==> config.mk <==
export PLATFORM = sky130hd
export DESIGN_NAME = uart_tx
export DESIGN_NICKNAME = d
export VERILOG_FILES = /design/src/rtl/uart_pkg.sv /design/src/rtl/uart_baud_tick.sv /design/src/rtl/uart_tx.sv
export SDC_FILE = /design/constraint.sdc
export NUM_CORES = 1
export LEC_CHECK = 0
export ABC_AREA = 1
export CORE_ASPECT_RATIO = 0.9
export CORE_MARGIN = 5
export CORE_UTILIZATION = 56
export CTS_BUF_LIST = sky130_fd_sc_hd__clkbuf_4 sky130_fd_sc_hd__clkbuf_8 sky130_fd_sc_hd__clkbuf_16
export DETAILED_ROUTE_END_ITERATION = 16
export GPL_ROUTABILITY_DRIVEN = 0
export GPL_TIMING_DRIVEN = 0
export PLACE_DENSITY_LB_ADDON = 0.3
export SYNTH_ARGS = -nofsm -noshare
export SYNTH_HDL_FRONTEND = slang
export SYNTH_SLANG_ARGS = --single-unit
==> constraint.sdc <==
create_clock -name clk -period 2 [get_ports clk]
set_input_delay 0.3 -clock clk [delete_from_list [all_inputs] [get_ports clk]]
set_output_delay 0.3 -clock clk [all_outputs]
set_load 0.05 [all_outputs]
==> src/rtl/uart_pkg.sv <==
`default_nettype none
// ============================================================================
// Module      : uart_pkg
// Description : Shared UART definitions: the framing FSM state type,
//               frame geometry constants and the baud divisor helper.
//               Used by uart_tx and uart_rx.
// Revision    : 1.0 - initial release
// ============================================================================
package uart_pkg;

    typedef enum logic [1:0] {
        IDLE  = 2'd0,
        START = 2'd1,
        DATA  = 2'd2,
        STOP  = 2'd3
    } state_t;

    localparam int DATA_BITS  = 8;
    localparam int FRAME_BITS = 10;

    // Clocks per bit; truncating division.
    function automatic int uart_divisor(input int clk_freq, input int baud_rate);
        return clk_freq / baud_rate;
    endfunction

endpackage
`default_nettype wire

==> src/rtl/uart_baud_tick.sv <==
`default_nettype none
// ============================================================================
// Module      : uart_baud_tick
// Description : Free-running bit-period counter. Counts 0..DIVISOR-1 and
//               raises tick while the count sits at DIVISOR-1, then wraps.
//               clear holds the count at zero so a new bit period starts
//               cleanly the cycle after clear drops.
// Ports       : clk   - clock, rising edge
//               rst_  - synchronous active-high reset
//               clear - hold counter at zero
//               tick  - high in the last cycle of each bit period
// Revision    : 1.0 - initial release
// ============================================================================
module uart_baud_tick #(
    parameter int DIVISOR = 434
) (
    input  logic clk,
    input  logic rst_,
    input  logic clear,
    output logic tick
);

    localparam int                 C_CNT_W = (DIVISOR > 1) ? $clog2(DIVISOR) : 1;
    localparam logic [C_CNT_W-1:0] C_LAST  = C_CNT_W'(DIVISOR - 1);

    generate
        if (DIVISOR < 2) begin : g_divisor_check
            $error("uart_baud_tick: DIVISOR must be at least 2");
        end
    endgenerate

    logic [C_CNT_W-1:0] r_cnt;

    assign tick = (r_cnt == C_LAST);

    always_ff @(posedge clk) begin
        if (rst_ || clear) begin
            r_cnt <= '0;
        end else if (tick) begin
            r_cnt <= '0;
        end else begin
            r_cnt <= r_cnt + 1'b1;
        end
    end

endmodule
`default_nettype wire

==> src/rtl/uart_tx.sv <==
`default_nettype none
// ============================================================================
// Module      : uart_tx
// Description : 8N1 UART transmitter. A one-entry holding register accepts
//               bytes over valid/ready; the framing FSM shifts them out LSB
//               first between a low start bit and a high stop bit. A byte
//               waiting in the holding register at the end of a stop bit
//               starts the next frame with no idle gap.
// Ports       : clk       - clock, rising edge
//               rst_      - synchronous active-high reset
//               tx_data   - byte to send, captured on acceptance
//               tx_valid  - source offers tx_data
//               tx_ready  - holding register empty (registered)
//               tx_serial - serial line, idle high (registered)
//               tx_busy   - frame in progress or byte pending
//               tx_done   - one-cycle pulse after each stop bit
// Revision    : 1.0 - initial release
// ============================================================================
module uart_tx
    import uart_pkg::*;
#(
    parameter int CLK_FREQ  = 50_000_000,
    parameter int BAUD_RATE = 115200
) (
    input  logic                 clk,
    input  logic                 rst_,
    input  logic [DATA_BITS-1:0] tx_data,
    input  logic                 tx_valid,
    output logic                 tx_ready,
    output logic                 tx_serial,
    output logic                 tx_busy,
    output logic                 tx_done
);

    localparam int                 C_DIVISOR = uart_divisor(CLK_FREQ, BAUD_RATE);
    localparam int                 C_IDX_W   = $clog2(DATA_BITS);
    localparam logic [C_IDX_W-1:0] C_LAST_IDX = C_IDX_W'(DATA_BITS - 1);

    state_t                 r_state;
    logic [DATA_BITS-1:0]   r_hold;
    logic                   r_hold_valid;
    logic [DATA_BITS-1:0]   r_shift;
    logic [C_IDX_W-1:0]     r_bit_idx;
    logic                   r_ready;
    logic                   r_serial;
    logic                   r_done;

    logic                   w_tick;
    logic                   w_clear;
    logic                   w_accept;

    // Bit timing only runs while a frame is on the line.
    assign w_clear  = (r_state == IDLE);
    assign w_accept = tx_valid && r_ready;

    uart_baud_tick #(
        .DIVISOR (C_DIVISOR)
    ) u_baud_tick (
        .clk   (clk),
        .rst_  (rst_),
        .clear (w_clear),
        .tick  (w_tick)
    );

    always_ff @(posedge clk) begin
        if (rst_) begin
            r_state      <= IDLE;
            r_hold       <= '0;
            r_hold_valid <= 1'b0;
            r_shift      <= '0;
            r_bit_idx    <= '0;
            r_ready      <= 1'b1;
            r_serial     <= 1'b1;
            r_done       <= 1'b0;
        end else begin
            r_done <= 1'b0;

            // Accept never coincides with a consume: ready is low while the
            // holding register is occupied.
            if (w_accept) begin
                r_hold       <= tx_data;
                r_hold_valid <= 1'b1;
                r_ready      <= 1'b0;
            end

            case (r_state)
                IDLE: begin
                    if (r_hold_valid) begin
                        r_shift      <= r_hold;
                        r_hold_valid <= 1'b0;
                        r_ready      <= 1'b1;
                        r_serial     <= 1'b0;
                        r_state      <= START;
                    end
                end

                START: begin
                    if (w_tick) begin
                        r_serial  <= r_shift[0];
                        r_bit_idx <= '0;
                        r_state   <= DATA;
                    end
                end

                DATA: begin
                    if (w_tick) begin
                        if (r_bit_idx == C_LAST_IDX) begin
                            r_serial <= 1'b1;
                            r_state  <= STOP;
                        end else begin
                            r_shift   <= r_shift >> 1;
                            r_serial  <= r_shift[1];
                            r_bit_idx <= r_bit_idx + 1'b1;
                        end
                    end
                end

                STOP: begin
                    if (w_tick) begin
                        r_done <= 1'b1;
                        if (r_hold_valid) begin
                            // Next byte already waiting: back-to-back frame.
                            r_shift      <= r_hold;
                            r_hold_valid <= 1'b0;
                            r_ready      <= 1'b1;
                            r_serial     <= 1'b0;
                            r_state      <= START;
                        end else begin
                            r_state <= IDLE;
                        end
                    end
                end

                default: r_state <= IDLE;
            endcase
        end
    end

    assign tx_ready  = r_ready;
    assign tx_serial = r_serial;
    assign tx_done   = r_done;
    assign tx_busy   = (r_state != IDLE) || r_hold_valid;

endmodule
`default_nettype wire
* Yosys cells after proc, flatten, opt, wreduce, memory -nomap -nowiden *
Index checks and enable logic that the tools add are counted.

storage, ports and cells
  register bits = 34
  input port bits = 11
  output and inout bits = 4
  logic and storage cells = 67

operators by class
  $add $sub $neg = 2
  equal/unequal tests = 11
  multiplexer cells = 31
  bitwise operators = 1
  reduce and logical (&&, ||, !) cells = 13

operator list
  kind                 number
  $mux 8               4
  $pmux 8 s3           1
  $mux 1               13
  $mux 2               5
  $add 9x1->9 const B  1
  $eq 9x9->1 const B   1
  $mux 3               3
  $pmux 2 s4           1
  $reduce_and 4->1     2
  $ne 2x1->1 const B   3
  $ne 2x2->1 const B   3
  $pmux 3 s2           1
  $reduce_and 5->1     1
  $eq 2x2->1 const B   2
  $pmux 1 s2           2
  $pmux 1 s4           1
  $reduce_bool 2->1    2
  $reduce_or 2->1      2
  $add 3x1->3 const B  1
  $eq 3x3->1 const B   1
  $reduce_and 3->1     1
  $reduce_bool 3->1    1
  $eq 2x1->1 const B   1
  $logic_not 2->1      1
  3 further kinds      4

* Logic depth before layout (Yosys ltp) *
Gate-level depths: netlist of the first run.

  word-level depth = 5
  depth in mapped cells = 10
  depth with buffers taken out = 10

* By module *
Synthesis of the first run repeated with hierarchy kept, for this count alone.

second synthesis, totals
  cells, all modules = 256
  area, all modules = 1,779.2 um^2

modules (own cells, without submodules)
  module          instances  cells each  area an instance (um^2)  sequential area each (um^2)
  uart_tx         1          192         1,315.0                  500.5
  uart_baud_tick  1          64          464.2                    180.2

* Worst setup path before layout of the first run *
Ideal clock, no wire load.

  path kind = reg2reg
  start = register r_state[0]
  end = register r_shift[3]
  arrival = 1.434 ns
  path slack = 0.451 ns
  stages on the path, launching flop included = 10
  buffers on the path = 1
  clock period less this slack = 1.549 ns
  path through = dfxtp_1 -> inv_1 -> ha_1 -> nand2_1 -> o21ai_1 -> nor2_2 -> buf_2 -> nand3_1 -> nand2_1 -> nor2_1

on the way
  cells in the longest elaborated chain, start to end = 3
  elaborated cells on any way between the ends = 9
  classes of those cells = 5 x eq/ne; 1 x mux; 3 x reduce/logical

RTL lines
  what                                           RTL line        text
  start, declared                                uart_tx.sv:39   state_t r_state;
  start signal, assigned                         uart_tx.sv:67   r_state <= IDLE;
  start signal, assigned                         uart_tx.sv:93   r_state <= START;
  start signal, assigned                         uart_tx.sv:101  r_state <= DATA;
  $eq 2x2->1 or $logic_not 2->1 (tied branches)  uart_tx.sv:86   case (r_state)
  $ne 2x2->1 (no line) (tied with other cells)   --
  $reduce_and 4->1 (no line)                     --
  end signal, assigned                           uart_tx.sv:89   r_shift <= r_hold;
  end signal, assigned                           uart_tx.sv:111  r_shift <= r_shift >> 1;
  end signal, assigned                           uart_tx.sv:123  r_shift <= r_hold;
  end, declared                                  uart_tx.sv:42   logic [DATA_BITS-1:0] r_shift;

Parallel ways exist; a longest one is shown, timed or not.
A chain may end at the register's enable or synchronous reset.

* Worst setup path after layout of the first run *
  start = register r_state[0]
  end = output tx_busy

on the way
  cells in the longest elaborated chain, start to end = 2

RTL lines
  what               RTL line        text
  $reduce_bool 2->1  uart_tx.sv:142  assign tx_busy = (r_state != IDLE) || r_hold_valid;
  $logic_or 1x1->1   uart_tx.sv:142
  end, declared      uart_tx.sv:31   output logic tx_busy,

Every way passes these cells.

==> results.md, run 1 <==
- Run status: finished clean
- CTS root buffer: sky130_fd_sc_hd__clkbuf_4
- Number of hold violations in the final report: 0
- Comb power frac: 47.4%
- Synthesis-to-finish area growth: 15.1%
- Sequential cell fraction of total power: a little under two fifths
- Number of nets produced by synthesis: 239
- Worst hold stages: 2
- Reported max-cap violation count: 0
- Die Span Y: around 60 µm
- Highest ir drop seen on vdd: 0.601 mV
- Min setup slack post-route: ~0.15 ns
- Antenna violations before repair: 0
- Clock tree from TritonCTS: done
- CP peak stage delay: between 0.4 and 0.5 ns
- Multi-input logic area: between 800 and 900 µm²
- Ant. Diodes: 0
- Post-synthesis cell count: 220
- Pins Over Slew Limit: 0
- Net count of the finished layout: 260
- Reg2reg setup slack: roughly 0.16 ns
- Fraction of power consumed by the clock network: 16.0%
- Number of buffers added for setup after CTS: 0
- Crit Reg-Reg Endpoint: r_shift[3]
- Global-route wire length before repair: 5530 µm
- Tcrit/Tclk final: approximately 90%
- Cells on worst reg2reg path: 9
- Mean post-synth cell area: 7.50 µm²
- Switching share of total power: around 43%
- Slew at the pin with the worst max-slew slack: about 0.49 ns
- CP Class: flop to output port
- Standard-cell rows: 18
- Worst Min Path Start: r_bit_idx[2]
- Area of the die: approximately 4100 µm²
- CTS sink cnt: 34
- Share of cells above drive strength 1: a little under a tenth
- Peak Freq: about 0.54 GHz
- Cell-by-cell listing of the critical path: inv_1 -> ha_1 -> nand2_1 -> buf_2
- Share of the synthesized netlist area taken by xor and xnor gates: 1.59%
- Bufs on Longest Clock Path: 2
- Antenna Nets Post-Route: 0
- Kind of capture point of the worst setup path: output port
- Vias after detailed routing: ~1400
- Leading cell type in the layout, fill and taps excluded: sky130_fd_sc_hd__nor2_1
- Via count of the first global-routing pass: approximately 1300
- Routed length per placed instance: about 11 µm
- Hold Crit Class: flop to flop
- Min Hold Slack: between 0.4 and 0.5 ns
- CTS H-tree lvls: 2
- Commonest cells after routing, fill and taps aside: 43 x sky130_fd_sc_hd__nor2_1, 34 x sky130_fd_sc_hd__dfxtp_1, 33 x sky130_fd_sc_hd__nand2_1
- Area of all placed cells without fillers: around 1900 µm²
- Synth Area in Compound Gates: 10.5%
- Worst setup slack after placement: between 0.02 and 0.03 ns
- Remaining global-route overflow: 0
- Dominant combinational cell family by area after synthesis: simple AND/OR/NAND/NOR gates
- Total internal power: 1.45 mW
- Critical R2R Launch: r_state[0]
- IO Count: 15
- Setup repair after global routing missed its margin: false
- Synth unique cells: 29
- Setup Viol. Count Final: 0
- Number of iterations in the first detailed-routing pass: 4
- Area post-placement: between 1500 and 2000 µm²
- Iter 0 DRT Violations: 79
- Tmin final: roughly 1.8 ns
- Fill cell total of the finished layout: 267
- Critical path data required time: roughly 1.7 ns
- Die W: approximately 67 µm
- Effective utilization at floorplan: between 50% and 60%
- Kind of launch point of the worst setup path: flop
- Portion of netlist area occupied by mux cells: under 10%
- Area of the mapped netlist: 1650 µm²
- Clock insertion delay at the later pin of the skew report: around 0.35 ns
- Routed WL: approximately 3200 µm
- Final HPWL from detailed placement: 2320 µm
- Routed via count divided by cell count: approximately 5.0
- Setup TNS Final: 0 ns
- Worst path slowest cell: sky130_fd_sc_hd__dfxtp_1
- All-Layer GR Usage: a little under a fifth
- Core area: 2790 µm²
- Critical path data arrival time: approximately 1.6 ns
- Adder-cell share of the synthesized area: under 10%
- Power Dens Cells: ~1300 nW/µm²
- Cell leakage power: between 0.8 and 0.9 nW
- Net Switching: between 1 and 1.5 mW
- Count of buffers from port buffering: 14
- Slew Limit Headroom: between 60% and 70%
- Area fraction in and, or, nand and nor cells after synthesis: 30.9%
- Worst-path maximum fanout: 5
- Number of hold buffers added after cts: 0
- Number of storage elements in the synthesis netlist: 34
- Sequential cell area: 681 µm²
- Clock buffers created by TritonCTS: 5
- Number of instances resized during post-cts repair: 3
- Pin count of the biggest net entering global routing: 12
- Worst clock skew: a little over 0.006 ns
- Sink of the worst hold path: r_bit_idx[2]
- Clock Pin Slew Worst Setup and Hold Paths: about 0.1 ns
- Share of the yosys chip area belonging to registers: between 40% and 50%
- # DRC: 0
- Synth Warn #: 0
- Overall power consumption: 2.55 mW
-- power groups by stage --
stage | clock network (mW) | registers (mW) | logic (mW)
final | 0.407 | 0.934 | 1.21
after floorplan | 0 | 0.971 | 0.918
after global placement | 0 | 0.942 | 1.20
after global routing | 0.454 | 0.951 | 1.37
after CTS | 0.419 | 0.935 | 1.22
after detailed placement | 0 | 0.948 | 1.21
-- how the worst max path moves through the flow --
stage / start / to / slack [ns] / depth (start not counted)
after floorplan: r_state[0] / r_shift[3] / 0.45 / 9
after global placement: r_state[0] / tx_busy / 0.03 / 4
after detailed placement: r_state[0] / tx_busy / 0.03 / 4
after CTS: r_state[0] / tx_busy / 0.04 / 4
after global routing: r_state[0] / r_shift[3] / 0.004 / 9
final: r_state[0] / tx_busy / 0.15 / 4
-- through the flow --
| step | std cells | utilization, % |
|---|---|---|
| global route | 282 | 68.0 |
| floorplan | 220 | - |
| global placement | 274 | 65.9 |
| CTS | 282 | 68.2 |
| finish | 282 | 68.0 |
| detailed placement | 274 | 65.9 |
-- layout make-up --
cell class              count  share of cell area [%]
plain buffers               5                    1.65
clock buffers               6                    2.70
clock inverters             2                   0.659
inverters                  18                    3.56
multi-input cells         163                    45.8
flip-flops and latches     34                    35.8
well taps                  40                    2.64
repair buffers             14                    7.11
-- routing by layer --
metal / GRT usage (%) / vias up / part of all wire, %
met5: 0 / - / 0
met4: 8.09 / 0 / 2.1
met3: 6.75 / 7 / 5.3
met2: 26.3 / 27 / 41
met1: 24.0 / 628 / 52
li1: - / 761 / -
-- cells by family after synthesis --
family                   Yosys count
multiplexers                       6
adder cells (fa/ha/maj)            8
flip-flops                        34
AO/OA/AOI/OAI                     32
buffers and inverters             23
AND/OR/NAND/NOR                  114
XOR/XNOR                           3
-- cell usage after synthesis --
library cell                n  area, µm²
sky130_fd_sc_hd__a21boi_0   1       7.51
sky130_fd_sc_hd__a21oi_1   14       70.1
sky130_fd_sc_hd__buf_2      1       5.00
sky130_fd_sc_hd__buf_4      1       7.51
sky130_fd_sc_hd__buf_6      1       11.3
sky130_fd_sc_hd__clkbuf_1   2       7.51
sky130_fd_sc_hd__clkinv_1   1       3.75
sky130_fd_sc_hd__dfxtp_1   34        681
sky130_fd_sc_hd__ha_1       8        100
sky130_fd_sc_hd__inv_1     16       60.1
sky130_fd_sc_hd__inv_2      1       3.75
sky130_fd_sc_hd__mux2i_1    6       60.1
sky130_fd_sc_hd__nand2_1   33        124
sky130_fd_sc_hd__nand2_2    2       12.5
sky130_fd_sc_hd__nand2_4    1       11.3
sky130_fd_sc_hd__nand3_1   20        100
sky130_fd_sc_hd__nand3_2    1       10.0
sky130_fd_sc_hd__nand3b_1   1       7.51
sky130_fd_sc_hd__nand4_1    3       18.8
sky130_fd_sc_hd__nor2_1    43        161
sky130_fd_sc_hd__nor2_2     1       6.26
sky130_fd_sc_hd__nor2_4     1       11.3
sky130_fd_sc_hd__nor3_1     4       20.0
sky130_fd_sc_hd__nor3b_1    2       15.0
sky130_fd_sc_hd__o21ai_0   15       75.1
sky130_fd_sc_hd__o21ai_1    1       5.00
sky130_fd_sc_hd__o21ai_4    1       16.3
sky130_fd_sc_hd__or2_2      2       12.5
sky130_fd_sc_hd__xor2_1     3       26.3
-- sequential cells by signal (all words and copies together) (netlist names) --
| signal | flops |
|---|---|
| tx_done | 1 |
| r_hold_valid | 1 |
| r_hold | 8 |
| r_bit_idx | 3 |
| tx_serial | 1 |
| r_shift | 8 |
| tx_ready | 1 |
| u_baud_tick.r_cnt | 9 |
| r_state | 2 |
-- critical path, delay by kind of cell (launching register included) --
family	cells	cell delay [ns]
buffers and inverters	2	0.39
flip-flops	1	0.43
adder cells (fa/ha/maj)	1	0.26
AND/OR/NAND/NOR	1	0.13
Note: power is estimated with default switching activity, not from simulation.
==> inputs of run 2 (changes only) <==
SKIP_LAST_GASP = 1   (was not set)
==> results of run 2 <==
No change in the layout: final DEF, timing and power equal those of run 1.
